<file path="src/rtl/instr_fetch_if.sv">
// Instruction-memory fetch port: a request/ready handshake.
// Memory accepts the request and returns the word in the same cycle.
interface instr_fetch_if;
   logic        imem_req;
   logic [31:0] imem_addr;
   logic        imem_ready;
   logic [31:0] imem_rdata;

   // Fetch stage side: issues requests and consumes returned words.
   modport master (
      output imem_req,
      output imem_addr,
      input  imem_ready,
      input  imem_rdata
   );

   // Memory side: accepts requests and supplies words.
   modport slave (
      input  imem_req,
      input  imem_addr,
      output imem_ready,
      output imem_rdata
   );
endinterface

</file>
<file path="src/rtl/instr_fetch.sv">
// MIPS instruction-fetch stage with IF/ID pipeline register.
// FETCH issues one word request per cycle.
// HOLD parks a word that arrived during a hazard stall.
// DRAIN waits out a request that a branch made stale, then jumps to the target.
module instr_fetch #(
   parameter logic [31:0] PC_RESET = 32'h0000_0000
) (
   input  logic               clk,
   input  logic               rst_n,
   instr_fetch_if.master      imem,
   input  logic               stall,
   input  logic               branch_taken,
   input  logic [31:0]        branch_target,
   output logic               if_id_valid,
   output logic [31:0]        if_id_instr,
   output logic [31:0]        if_id_pc4,
   output logic [5:0]         opcode
);

   typedef enum logic [1:0] {
      FETCH = 2'd0,
      HOLD  = 2'd1,
      DRAIN = 2'd2
   } fetchState_t;

   fetchState_t state, nextState;

   // While in DRAIN, pc still holds the address of the outstanding request.
   logic [31:0] pc, pcNext;
   logic [31:0] savedTarget, targetNext;
   logic [31:0] bufInstr, bufPc4;
   logic        bufLoad;
   logic        validNext;
   logic [31:0] instrNext, pc4Next;

   logic [31:0] pcPlus4;
   logic [31:0] brTarget;
   logic [31:0] drainTarget;

   // Wraps modulo 2^32 with no carry out.
   assign pcPlus4  = pc + 32'd4;
   assign brTarget = branch_target & ~32'd3;

   // A branch arriving during DRAIN supersedes the target saved earlier.
   assign drainTarget = branch_taken ? brTarget : savedTarget;

   // Gating with rst_n drops the request as soon as reset asserts, before any edge.
   assign imem.imem_req  = ((state == FETCH) || (state == DRAIN)) && rst_n;
   assign imem.imem_addr = pc;

   assign opcode = if_id_instr[31:26];

   // FSM state register.
   always_ff @(posedge clk or negedge rst_n) begin
      if (!rst_n) begin
         state <= FETCH;
      end else begin
         state <= nextState;
      end
   end

   // Next-state, PC, IF/ID and hold-buffer decisions; a branch beats stall and capture.
   always_comb begin
      nextState  = state;
      pcNext     = pc;
      targetNext = savedTarget;
      validNext  = if_id_valid;
      instrNext  = if_id_instr;
      pc4Next    = if_id_pc4;
      bufLoad    = 1'b0;

      unique case (state)
         FETCH: begin
            if (branch_taken) begin
               validNext  = 1'b0;
               targetNext = brTarget;
               if (imem.imem_ready) begin
                  pcNext = brTarget;
               end else begin
                  nextState = DRAIN;
               end
            end else if (imem.imem_ready) begin
               pcNext = pcPlus4;
               if (stall) begin
                  bufLoad   = 1'b1;
                  nextState = HOLD;
               end else begin
                  validNext = 1'b1;
                  instrNext = imem.imem_rdata;
                  pc4Next   = pcPlus4;
               end
            end else if (!stall) begin
               validNext = 1'b0;
            end
         end

         HOLD: begin
            if (branch_taken) begin
               validNext  = 1'b0;
               targetNext = brTarget;
               pcNext     = brTarget;
               nextState  = FETCH;
            end else if (!stall) begin
               validNext = 1'b1;
               instrNext = bufInstr;
               pc4Next   = bufPc4;
               nextState = FETCH;
            end
         end

         DRAIN: begin
            validNext  = 1'b0;
            targetNext = drainTarget;
            if (imem.imem_ready) begin
               pcNext    = drainTarget;
               nextState = FETCH;
            end
         end

         default: begin
            nextState = FETCH;
         end
      endcase
   end

   // PC, saved branch target and IF/ID register.
   always_ff @(posedge clk or negedge rst_n) begin
      if (!rst_n) begin
         pc          <= PC_RESET;
         savedTarget <= PC_RESET;
         if_id_valid <= 1'b0;
         if_id_instr <= 32'd0;
         if_id_pc4   <= 32'd0;
      end else begin
         pc          <= pcNext;
         savedTarget <= targetNext;
         if_id_valid <= validNext;
         if_id_instr <= instrNext;
         if_id_pc4   <= pc4Next;
      end
   end

   // Hold buffer: captures the word fetched while the hazard unit stalls decode.
   always_ff @(posedge clk or negedge rst_n) begin
      if (!rst_n) begin
         bufInstr <= 32'd0;
         bufPc4   <= 32'd0;
      end else if (bufLoad) begin
         bufInstr <= imem.imem_rdata;
         bufPc4   <= pcPlus4;
      end
   end

endmodule
</file>
<file path="src/flat_wrapper.sv">
// flat-port wrapper written by rule: the top's interface ports become plain ports
module instr_fetch_flat 
#(
   parameter logic [31:0] PC_RESET = 32'h0000_0000
)
  (clk, rst_n, stall, branch_taken, branch_target, if_id_valid, if_id_instr, if_id_pc4, opcode, imem_imem_req, imem_imem_addr, imem_imem_ready, imem_imem_rdata);
  instr_fetch_if imem_i ();
  input  logic clk;
  input  logic rst_n;
  input  logic stall;
  input  logic branch_taken;
  input  logic [31:0] branch_target;
  output logic if_id_valid;
  output logic [31:0] if_id_instr;
  output logic [31:0] if_id_pc4;
  output logic [5:0] opcode;
  output wire logic [$bits(imem_i.imem_req)-1:0] imem_imem_req;
  output wire logic [$bits(imem_i.imem_addr)-1:0] imem_imem_addr;
  input wire logic [$bits(imem_i.imem_ready)-1:0] imem_imem_ready;
  input wire logic [$bits(imem_i.imem_rdata)-1:0] imem_imem_rdata;
  assign imem_imem_req = imem_i.imem_req;
  assign imem_imem_addr = imem_i.imem_addr;
  assign imem_i.imem_ready = imem_imem_ready;
  assign imem_i.imem_rdata = imem_imem_rdata;
  instr_fetch #(.PC_RESET(PC_RESET)) u_core (.clk(clk), .rst_n(rst_n), .imem(imem_i), .stall(stall), .branch_taken(branch_taken), .branch_target(branch_target), .if_id_valid(if_id_valid), .if_id_instr(if_id_instr), .if_id_pc4(if_id_pc4), .opcode(opcode));
endmodule
</file>
<file path="config.mk">
export PLATFORM = sky130hd
export DESIGN_NAME = instr_fetch_flat
export DESIGN_NICKNAME = d
export VERILOG_FILES = /design/src/rtl/instr_fetch_if.sv /design/src/rtl/instr_fetch.sv /design/src/flat_wrapper.sv
export SDC_FILE = /design/constraint.sdc
export NUM_CORES = 1
export LEC_CHECK = 0
export ABC_AREA = 1
export ABC_CLOCK_PERIOD_IN_PS = 2280
export CAP_MARGIN = 10
export CORE_MARGIN = 2
export CORE_UTILIZATION = 50
export CTS_BUF_LIST = sky130_fd_sc_hd__clkbuf_4 sky130_fd_sc_hd__clkbuf_8
export CTS_CLUSTER_SIZE = 20
export DETAILED_ROUTE_END_ITERATION = 10
export PLACE_DENSITY = 0.75
export SYNTH_ARGS = -nofsm -noshare
export SYNTH_HDL_FRONTEND = slang
export SYNTH_SLANG_ARGS = --single-unit
</file>
<file path="constraint.sdc">
create_clock -name clk -period 2.28 [get_ports clk]
set_input_delay 0.456 -clock clk [delete_from_list [all_inputs] [get_ports clk]]
set_output_delay 0.456 -clock clk [all_outputs]
set_load 0.05 [all_outputs]
</file>
==> results of run 1 <==
state kept, by name, summed over array words and instances (netlist names):
| signal | flops |
|---|---|
| u_core.savedTarget | 32 |
| u_core.state | 2 |
| u_core.if_id_instr | 32 |
| u_core.imem.imem_addr | 32 |
| u_core.bufPc4 | 32 |
| u_core.if_id_pc4 | 32 |
| u_core.bufInstr | 32 |
| u_core.if_id_valid | 1 |
path summary, 6_finish.rpt:
| kind | startpoint | to | slack, ps | cells past startpoint |
|---|---|---|---|---|
| max | u_core.imem.imem_addr[9] | imem_imem_addr[9] | 40 | 1 |
| min | rst_n | u_core.if_id_pc4[9] | 70 | 2 |
| max reg2reg | u_core.imem.imem_addr[2] | u_core.if_id_pc4[24] | 220 | 10 |
| min reg2reg | u_core.bufPc4[16] | u_core.bufPc4[16] | 480 | 2 |
| max in group asynchronous | rst_n | u_core.bufInstr[8] | 1500 | 2 |
| min in group clk | u_core.bufPc4[16] | u_core.bufPc4[16] | 480 | 2 |
layout make-up:
class                      instances  area share [%]
clock buffer                      18           2.037
clock inverter                    13           1.420
inverter                          94           2.901
multi-input combinational        861           33.88
sequential                       195           40.12
tap                              260           2.675
timing repair buffer             204           16.96
metal layers:
metal	GRT usage [%]	routed length, um
met5	0	0
met4	8.617	535
met3	4.125	1803
met2	38.91	11410
met1	36.89	11710
stage by stage:
| step | cells | area (um^2) | hold WS (ps) | worst slack (ps) | util (%) |
|---|---|---|---|---|---|
| after floorplan | 1226 | 9696 | 160.4 | 263.5 | - |
| after global placement | 1614 | 11740 | 454.0 | 142.1 | 62.11 |
| after detailed placement | 1614 | 11740 | 459.3 | 73.29 | 62.11 |
| after CTS | 1645 | 12140 | 156.7 | 0.3116 | 64.24 |
| after global routing | 1645 | 12160 | 183.0 | 2.240 | 64.37 |
| final | 1645 | 12160 | 70.51 | 41.83 | 64.37 |
kinds of logic after synthesis:
group                      share of synthesized area [%]
AOI/OAI and AO/OA                                  17.68
xor gates and xnor gates                           2.194
adders and majority gates                         0.6452
buffers and inverters                              7.265
DFF                                                50.33
and+or+nand+nor                                    21.89
cell usage after synthesis, drive strengths merged:
| cell | number |
|---|---|
| clkinv | 1 |
| a211oi | 7 |
| nand3 | 24 |
| o21a | 9 |
| nand4 | 2 |
| o21ai | 206 |
| ha | 5 |
| inv | 93 |
| o22ai | 4 |
| a21oi | 58 |
| o311ai | 1 |
| nor3 | 1 |
| and2 | 3 |
| o31ai | 1 |
| dfrtp | 195 |
| nand3b | 2 |
| a221oi | 9 |
| nor2 | 70 |
| xnor2 | 4 |
| clkbuf | 40 |
| buf | 36 |
| nand2 | 418 |
| a22oi | 4 |
| a31oi | 4 |
| xor2 | 16 |
| o211ai | 13 |
where the power goes:
part           switching [uW]  internal (uW)
Combinational            6490           3180
Sequential               1110           4880
Clock                    1280           1130
Total                    8880           9180
repair_timing:
item                                    4_1_cts  5_1_grt
endpoints found under the setup margin       14       10
pin swaps                                     0        0
gates resized for setup                      14       10
hold buffers                                  0        0
==> impl_metrics.json, run 1 <==
{
  "routed_via_density": 5.294,
  "power.density_nw_per_um2": 1485,
  "drt_wl_total_um": 25450,
  "min_path_type": "input pin to asynchronous set/reset pin",
  "vias": 8709,
  "regArea_um2": 4880,
  "ys_warn_count": 0,
  "tightest_slew_ps": 839.8,
  "finClkSkew_ps": 19.50,
  "grt_overflow_total": 0,
  "slowest_stage": "clkdlybuf4s50_1",
  "max-clock-path-buffers": 2,
  "clock_latency_ps": 480,
  "synth_area_um2": 9696,
  "crit_arrival_ps": 1780,
  "cpLargestDelayFamily": "buffers and inverters",
  "clkTransAtPathRegs_ps": 90,
  "synth_area_leaders": "dfrtp_1, nand2_1, o21ai_0",
  "drv_cap": 0,
  "finalSetupViolations": 0,
  "synth_cells": 1226,
  "n_fill_cell": 1644,
  "core.rowCount": 50,
  "min_period_ps": 2238,
  "cts_tree": "yes",
  "mostFrequentLayoutCell": "nand2_1",
  "rsz0062_at_grt": "false",
  "dr.pass1.iters": 8,
  "htree_levels": 4,
  "ir_drop_v": 0.001036,
  "p_leak_uw": 0.005868,
  "grt_pass1_vias": 7909,
  "setup_tns_ps": 0,
  "cp.required_ps": 1820,
  "cts_made_buffers": 17,
  "synth_top_area_share_pct": 50.33,
  "fmax_mhz": 446.8,
  "postCtsSetupBuffers": 0,
  "grtUsageTotal_pct": 25.39,
  "areaGrowthSynthToFinish_pct": 25.44,
  "path_buf_inv": 1,
  "multiInputGateArea_um2": 4120,
  "crit_path_max_fanout": 5,
  "drc": 0,
  "avgSynthCellArea_um2": 7.908,
  "antenna_found_initial": 0,
  "ys_seq_area_share_pct": 50.33,
  "cp-start-kind": "flip-flop",
  "ant_nets": 0,
  "drt_iter0_drc": 700,
  "portBuffers": 170,
  "n_antenna_cell": 0,
  "finalCritPeriodShare_pct": 98.17,
  "p_total_uw": 18060,
  "dpl.hpwl_um": 17810,
  "ys_ff_latch": 195,
  "finalHoldViolCount": 0,
  "wire_per_inst_um": 15.47,
  "die_w_um": 143.3,
  "max_slew_margin_pct": 44.01,
  "slowest_delay_ps": 840,
  "status": "complete, no violations",
  "design.core.area_um2": 18890,
  "gp_congestion": 0.8985,
  "drv_slew": 0,
  "pin_count": 173,
  "synth.distinct_cells": 38,
  "start_util_pct": 51.32,
  "crit_type": "flip-flop to primary output",
  "drive_gt1_share_pct": 7.292,
  "grt_pass1_wl_um": 40730,
  "die_y_um": 143.3,
  "synth_fp_nets": 1300,
  "dieArea_um2": 20520,
  "cp-end-kind": "primary output",
  "clkSinkCount": 195,
  "clockRootBuffer": "clkbuf_8",
  "crit_chain": "clkdlybuf4s50_1",
  "final_cell_mix": "nand2_1, dfrtp_1, o21ai_0",
  "yosysTopAreaCell": "dfrtp_1",
  "grt_max_degree": 128,
  "fin_nets": 1447
}
No activity file was read; power rests on OpenSTA's default activity.
==> run 2, diff against run 1 <==
- MAX_ROUTING_LAYER: not set -> met4
==> run 2 against run 1 <==
Critical path depth stayed put. Worst setup slack better by 16 ps. Highest routed layer unchanged. Final area is 0.17% lower. Global-route usage is 0.44 points higher. Clock skew is 6.1 ps lower. Largest cell class unchanged.
==> impl_metrics.json, run 2 (synthesis gave the netlist of run 1 again) <==
{
  "routed_via_density": 5.258,
  "finClkSkew_ps": 13.37,
  "min_period_ps": 2223,
  "drt_iter0_drc": 628,
  "drc": 0,
  "design.core.area_um2": 18890,
  "cts_made_buffers": 17,
  "setup_tns_ps": 0,
  "path_buf_inv": 1,
  "power.density_nw_per_um2": 1474,
  "cp.required_ps": 1820,
  "cp-end-kind": "primary output",
  "portBuffers": 170,
  "p_leak_uw": 0.005846,
  "drv_slew": 0,
  "start_util_pct": 51.32,
  "n_antenna_cell": 0,
  "r2r_cells": 12,
  "cts_tree": "yes",
  "dieArea_um2": 20520,
  "dpl.hpwl_um": 17560,
  "mostFrequentLayoutCell": "nand2_1",
  "crit_chain": "clkdlybuf4s50_1",
  "pin_count": 173,
  "final_cell_mix": "nand2_1, dfrtp_1, o21ai_0",
  "slowest_delay_ps": 840,
  "finalSetupViolations": 0,
  "die_w_um": 143.3,
  "areaGrowthSynthToFinish_pct": 25.23,
  "crit_type": "flip-flop to primary output",
  "dr.pass1.iters": 6,
  "max_slew_margin_pct": 45.10,
  "core.rowCount": 50,
  "crit_arrival_ps": 1770,
  "vias": 8644,
  "finalHoldViolCount": 0,
  "r2r-start": "u_core.imem.imem_addr[2]",
  "antenna_found_initial": 0,
  "die_y_um": 143.3,
  "n_fill_cell": 1680,
  "clockRootBuffer": "clkbuf_8",
  "finalCritPeriodShare_pct": 97.48,
  "rsz0062_at_grt": "false",
  "clkTransAtPathRegs_ps": 100,
  "min_path_type": "input pin to asynchronous set/reset pin",
  "tightest_slew_ps": 823.5,
  "fin_nets": 1445,
  "cpLargestDelayFamily": "buffers and inverters",
  "clkSinkCount": 195,
  "postCtsSetupBuffers": 0,
  "cp-start-kind": "flip-flop",
  "ant_nets": 0,
  "crit_path_max_fanout": 5,
  "ir_drop_v": 0.0009267,
  "wire_per_inst_um": 15.14,
  "fmax_mhz": 449.9,
  "drt_wl_total_um": 24890,
  "grt_pass1_vias": 7745,
  "grtUsageTotal_pct": 25.83,
  "reg2reg_to": "u_core.imem.imem_addr[28]",
  "gp_congestion": 0.9163,
  "status": "complete, no violations",
  "clock_latency_ps": 460,
  "drv_cap": 0,
  "reg2reg_setup_slack_ps": 250,
  "grt_overflow_total": 0,
  "htree_levels": 4,
  "grt_max_degree": 128,
  "slowest_stage": "clkdlybuf4s50_1",
  "grt_pass1_wl_um": 40570,
  "whs_ps": 133.8,
  "max-clock-path-buffers": 2,
  "drive_gt1_share_pct": 7.153
}
## run 2: changes by cell type in the layout (fill, tap and decap cells not counted)
cell / change
o21a_1: +1
clkbuf_8: +2
buf_4: -3
o21a_2: -1
inv_6: -2
dlymetal6s2s_1: -1
clkinv_2: -1
clkdlybuf4s50_1: +1
clkinv_4: +2
clkinv_8: +1
bufinv_16: -2
clkbuf_4: +1
buf_12: +1
## run 2: worst max path at each step
stage	startpoint	endpoint	slack [ps]	cells after the start
floorplan	u_core.imem.imem_addr[2]	u_core.if_id_pc4[20]	260	9
global placement	imem_imem_ready	u_core.imem.imem_addr[0]	140	7
detailed placement	branch_taken	u_core.bufInstr[28]	110	8
CTS	u_core.imem.imem_addr[14]	imem_imem_addr[14]	0.6	1
global route	u_core.state[0]	imem_imem_req	3	4
finish	u_core.imem.imem_addr[9]	imem_imem_addr[9]	60	1
## run 2: metal layers
metal	global-route usage, %	routed length (um)
met3	4.695	1912
met1	37.25	11320
met5	-	0
met2	37.67	11240
met4	7.224	421
## run 2: area by class of cell
cell class / count / area [um^2] / area share (%)
inverters: 94 / 352.8 / 2.906
clock buffers: 21 / 282.8 / 2.329
repair buffers: 202 / 2058 / 16.95
multi-input cells: 861 / 4119 / 33.92
flip-flops and latches: 195 / 4880 / 40.19
clock inverters: 11 / 123.9 / 1.020
well taps: 260 / 325.3 / 2.679
## run 2: report_power, final
group	total, uW	switching, uW	leakage (uW)	internal, uW
clock network	2260	1270	0.000190	991
registers	5970	1100	0.00243	4870
logic	9660	6490	0.00323	3180
total	17900	8860	0.00585	9040
## run 2: stage by stage
stage | total power (uW) | instances | worst slack [ps] | util [%] | cell area, um^2
final | 17900 | 1644 | 57.38 | 64.26 | 12140
after global routing | 19120 | 1644 | 3.107 | 64.26 | 12140
after CTS | 17950 | 1644 | 0.6432 | 64.16 | 12120
after detailed placement | 15760 | 1612 | 113.0 | 62.10 | 11730
after global placement | 15570 | 1612 | 142.7 | 62.10 | 11730
after floorplan | 12410 | 1226 | 263.5 | - | 9696
## run 2: repair_timing
action / 4_1_cts / 5_1_grt
cloned: 0 / 0
gates resized for setup: 14 / 8
hold buffers: 0 / 0
hold endpoints to repair: 0 / 0
endpoints found under the setup margin: 14 / 8
==> edit 1 (settings of run 1) <==
The 3 states of `fetchState_t` get a one-hot encoding in 3 bits.
--- a/src/rtl/instr_fetch.sv
+++ b/src/rtl/instr_fetch.sv
@@ -19,6 +19,6 @@
 
-   typedef enum logic [1:0] {
-      FETCH = 2'd0,
-      HOLD  = 2'd1,
-      DRAIN = 2'd2
+   typedef enum logic [2:0] {
+      FETCH = 3'b001,
+      HOLD  = 3'b010,
+      DRAIN = 3'b100
    } fetchState_t;
Behaviour: same outputs for any inputs over 4 cycles, from zero or initial values and one cycle with rst_n low; so few cycles prove little.
==> edit 1 against run 1 <==
First-iteration DRC count rose by 12%. Via count rose by 3.2%. Setup slack improved by 0.018 ns. Critical endpoint is now imem_imem_addr[24]. Worst hold slack got worse by 0.042 ns. Routed wire length fell by 0.65%. Final area rose by 0.97%. Critical path depth did not move. Power rose by 2.4%. Clock skew fell by 0.0028 ns. Sequential cell count rose by 1. Synthesized area rose by 1.2%. Synthesized cell count rose by 4.2%.
==> edit 1: results <==
status:
  status: "finished, final reports clean"
cells_and_area:
  nets: 1490
  nNonClkBuffers: 205
  clockBufferCount: 17
  seq_cell_count: 196
  utilization: 0.6351
  nNonClkInverters: 107
sta:
  skew_ns: 0.01667
place:
  gp_congestion: 0.9245
  dpl.hpwl_um: 17630
  place_area_um2: 11820
  placedCellCount: 1663
clocking:
  cts_resized: 17
  clk_pin_slew_ns: 0.11
setup_path:
  endpoint: "imem_imem_addr[24]"
  rr_endpoint: "u_core.if_id_pc4[30]"
  reg2reg_slack_ns: 0.17
  crit_path_max_fanout: 6
  startpoint: "u_core.imem.imem_addr[24]"
logic_synthesis:
  synth.cell_area_um2: 9814
  synth-compound-area-share: 0.1901
  synth_adder_area_share: 0.001275
  syn-num-nets: 1347
  synth_xor_area_frac: 0.01071
drt:
  drtIter0Drc: 781
  vias: 8988
  vias_per_cell: 5.293
  wl_met2_um: 11630
grt:
  grt_max_degree: 87
  grt_pass1_wl_um: 40240
  grt_usage: 0.2476
pwr:
  p_int_mw: 9.332
  vdd_drop_max_v: 0.0007682
[edit 1: power by group through the flow]
| stage | clock [mW] | sequential [mW] | combinational (mW) |
|---|---|---|---|
| global route | 2.57 | 6.38 | 10.8 |
| global placement | 0 | 6.21 | 9.75 |
| finish | 2.39 | 6.20 | 9.91 |
| CTS | 2.44 | 6.19 | 9.88 |
| detailed placement | 0 | 6.26 | 9.93 |
| floorplan | 0 | 8.79 | 3.99 |
[edit 1: how the worst min path moves through the flow]
stage / startpoint / end / slack [ns] / cells after the start
after CTS: rst_n / u_core.if_id_instr[24] / 0.01 / 2
after global placement: u_core.bufPc4[12] / u_core.bufPc4[12] / 0.46 / 2
after global routing: rst_n / u_core.if_id_instr[22] / 0.03 / 2
final: rst_n / u_core.if_id_instr[24] / 0.03 / 2
after floorplan: rst_n / u_core.bufInstr[0] / 0.16 / 0
after detailed placement: u_core.bufPc4[20] / u_core.bufPc4[20] / 0.46 / 2
==> edit 2 (settings of run 1) <==
Made on the original files. Take the reset off `if_id_instr` and load it in a clocked block of its own.
--- a/src/rtl/instr_fetch.sv
+++ b/src/rtl/instr_fetch.sv
@@ -131,3 +131,2 @@
          if_id_valid <= 1'b0;
-         if_id_instr <= 32'd0;
          if_id_pc4   <= 32'd0;
@@ -137,5 +136,8 @@
          if_id_valid <= validNext;
-         if_id_instr <= instrNext;
          if_id_pc4   <= pc4Next;
       end
+   end
+
+   always_ff @(posedge clk) begin
+      if_id_instr <= instrNext;
    end
Formal check against the unedited RTL: not equivalent (a bounded check fails within 4 cycles, from zero or initial values and one cycle with rst_n low).
==> edit 2 against run 1 <==
Routed wire length decreased by 8.8%. Critical endpoint is now imem_imem_addr[30]. First-iteration DRC count is 13% lower. Synthesized area decreased by 0.28%. Die area down 0.27%. Final area down 0.79%. Sequential cell count did not move. Setup slack got worse by 0.0078 ns. Power is 8.0% lower. Combinational power down 11%. Cell count down 2.2%.
==> edit 2: results <==
grt:
  grt_pass1_vias: 7554
  grt_pass1_wl_um: 37980
  antenna_found_initial: 0
  grt_usage: 0.2345
  grt_max_degree: 164
logic_synthesis:
  syn-num-nets: 1255
  synth_edf_count: 32
  synth_top_area_share: 0.4219
  netlist_top_cells_area: "dfrtp_1 (42%), nand2_1 (13%), edfxtp_1 (9.9%)"
  ys_seq_area_frac: 0.5213
  synth.top_cells.by_count: "nand2_1 (330), dfrtp_1 (163), o21ai_0 (139), nor2_1 (126), inv_1 (105)"
  synth_ff_type: "dfrtp_1"
  synthArstFlopShare: 0.8359
  syn_inst: 1181
  synth.distinct_cells: 37
place:
  port_buffers: 170
  pre_cts_slack_ns: 0.1293
  dpl.hpwl_um: 16660
  gp_congestion: 0.8849
  place_area_um2: 11690
setup_path:
  startpoint: "u_core.imem.imem_addr[30]"
  rr_endpoint: "u_core.if_id_instr[25]"
  reg2reg_slack_ns: 0.26
  rr_worst_depth: 7
  reg2reg_from: "u_core.state[1]"
  endpoint: "imem_imem_addr[30]"
drt:
  vias_per_cell: 5.088
  vias: 8186
  drt-total-wl_um: 23200
  drtIter0Drc: 607
  dr.pass1.iters: 5
pwr:
  cellLeakagePower_nw: 5.583
  sw_frac_of_total: 0.4866
  vdd_drop_max_v: 0.0006617
sta:
  skew_ns: 0.01212
  tightest_slew_ns: 0.8713
  period_minus_slack_ns: 2.246
clocking:
  clk_pin_slew_ns: 0.10
cells_and_area:
  nets: 1410
  layout-drive-gt1-share: 0.07932
  insertedDiodeCount: 0
hold_path:
  hold_path_class: "in -> async"
status:
  status: "finished, final reports clean"
-- edit 2: changes by cell type after synthesis, sizes merged, moves of 10 or more --
| cell | before | now |
|---|---|---|
| clkbuf | 40 | 23 |
| nor2 | 70 | 144 |
| o21ai | 206 | 160 |
| a211oi | 7 | 18 |
| inv | 93 | 110 |
| dfrtp | 195 | 163 |
| edfxtp | 0 | 32 |
| nand2 | 418 | 341 |
| nor3 | 1 | 18 |
| o211ai | 13 | 3 |
-- edit 2: worst min path at each step --
stage / from / endpoint / slack [ns] / cells after the start
after floorplan: rst_n / u_core.bufInstr[0] / 0.16 / 0
after global placement: u_core.savedTarget[9] / u_core.savedTarget[9] / 0.45 / 2
after detailed placement: u_core.savedTarget[10] / u_core.savedTarget[10] / 0.46 / 2
after CTS: rst_n / u_core.imem.imem_addr[3] / 0.21 / 2
after global routing: rst_n / u_core.bufInstr[29] / 0.22 / 2
final: rst_n / u_core.bufInstr[24] / 0.17 / 2
-- edit 2: area by class of cell --
type	instances	area, µm²
inverters	110	412.9
fillers	1605	6765
multi-input cells	811	3876
well taps	260	325.3
clock inverters	14	121.4
flip-flops and latches	195	5040
repair buffers	201	2048
clock buffers	18	241.5
-- edit 2: logic make-up after synthesis --
group | after synthesis | synth area share
buffers and inverters | 175 | 0.07959
AOI/OAI and AO/OA | 262 | 0.1457
and+or+nand+nor | 530 | 0.2296
adders and majority gates | 5 | 0.006471
xor gates and xnor gates | 14 | 0.01734
DFF | 195 | 0.5213
-- edit 2: timing repair --
action                                  4_1_cts  5_1_grt
resized for setup                            14        8
endpoints found under the setup margin       15        8
buffers inserted                              1        0
hold buffers                                  0        0
-- edit 2: power groups by stage --
stage                     Sequential, mW  Combinational (mW)  Clock (mW)
after floorplan                     7.99                3.72           0
after global placement              5.99                8.47           0
after detailed placement            6.03                8.63           0
after CTS                           5.95                8.59        2.16
after global routing                6.13                9.34        2.29
final                               5.95                8.56        2.11
-- edit 2: routing by layer --
| metal | GRT usage | routed length, µm | up-vias |
|---|---|---|---|
| li1 | - | - | 4105 |
| met1 | 0.3468 | 10900 | 3836 |
| met2 | 0.3654 | 10670 | 225 |
| met3 | 0.03387 | 1338 | 20 |
| met4 | 0.05888 | 291 | 0 |
| met5 | 0 | 0 | - |
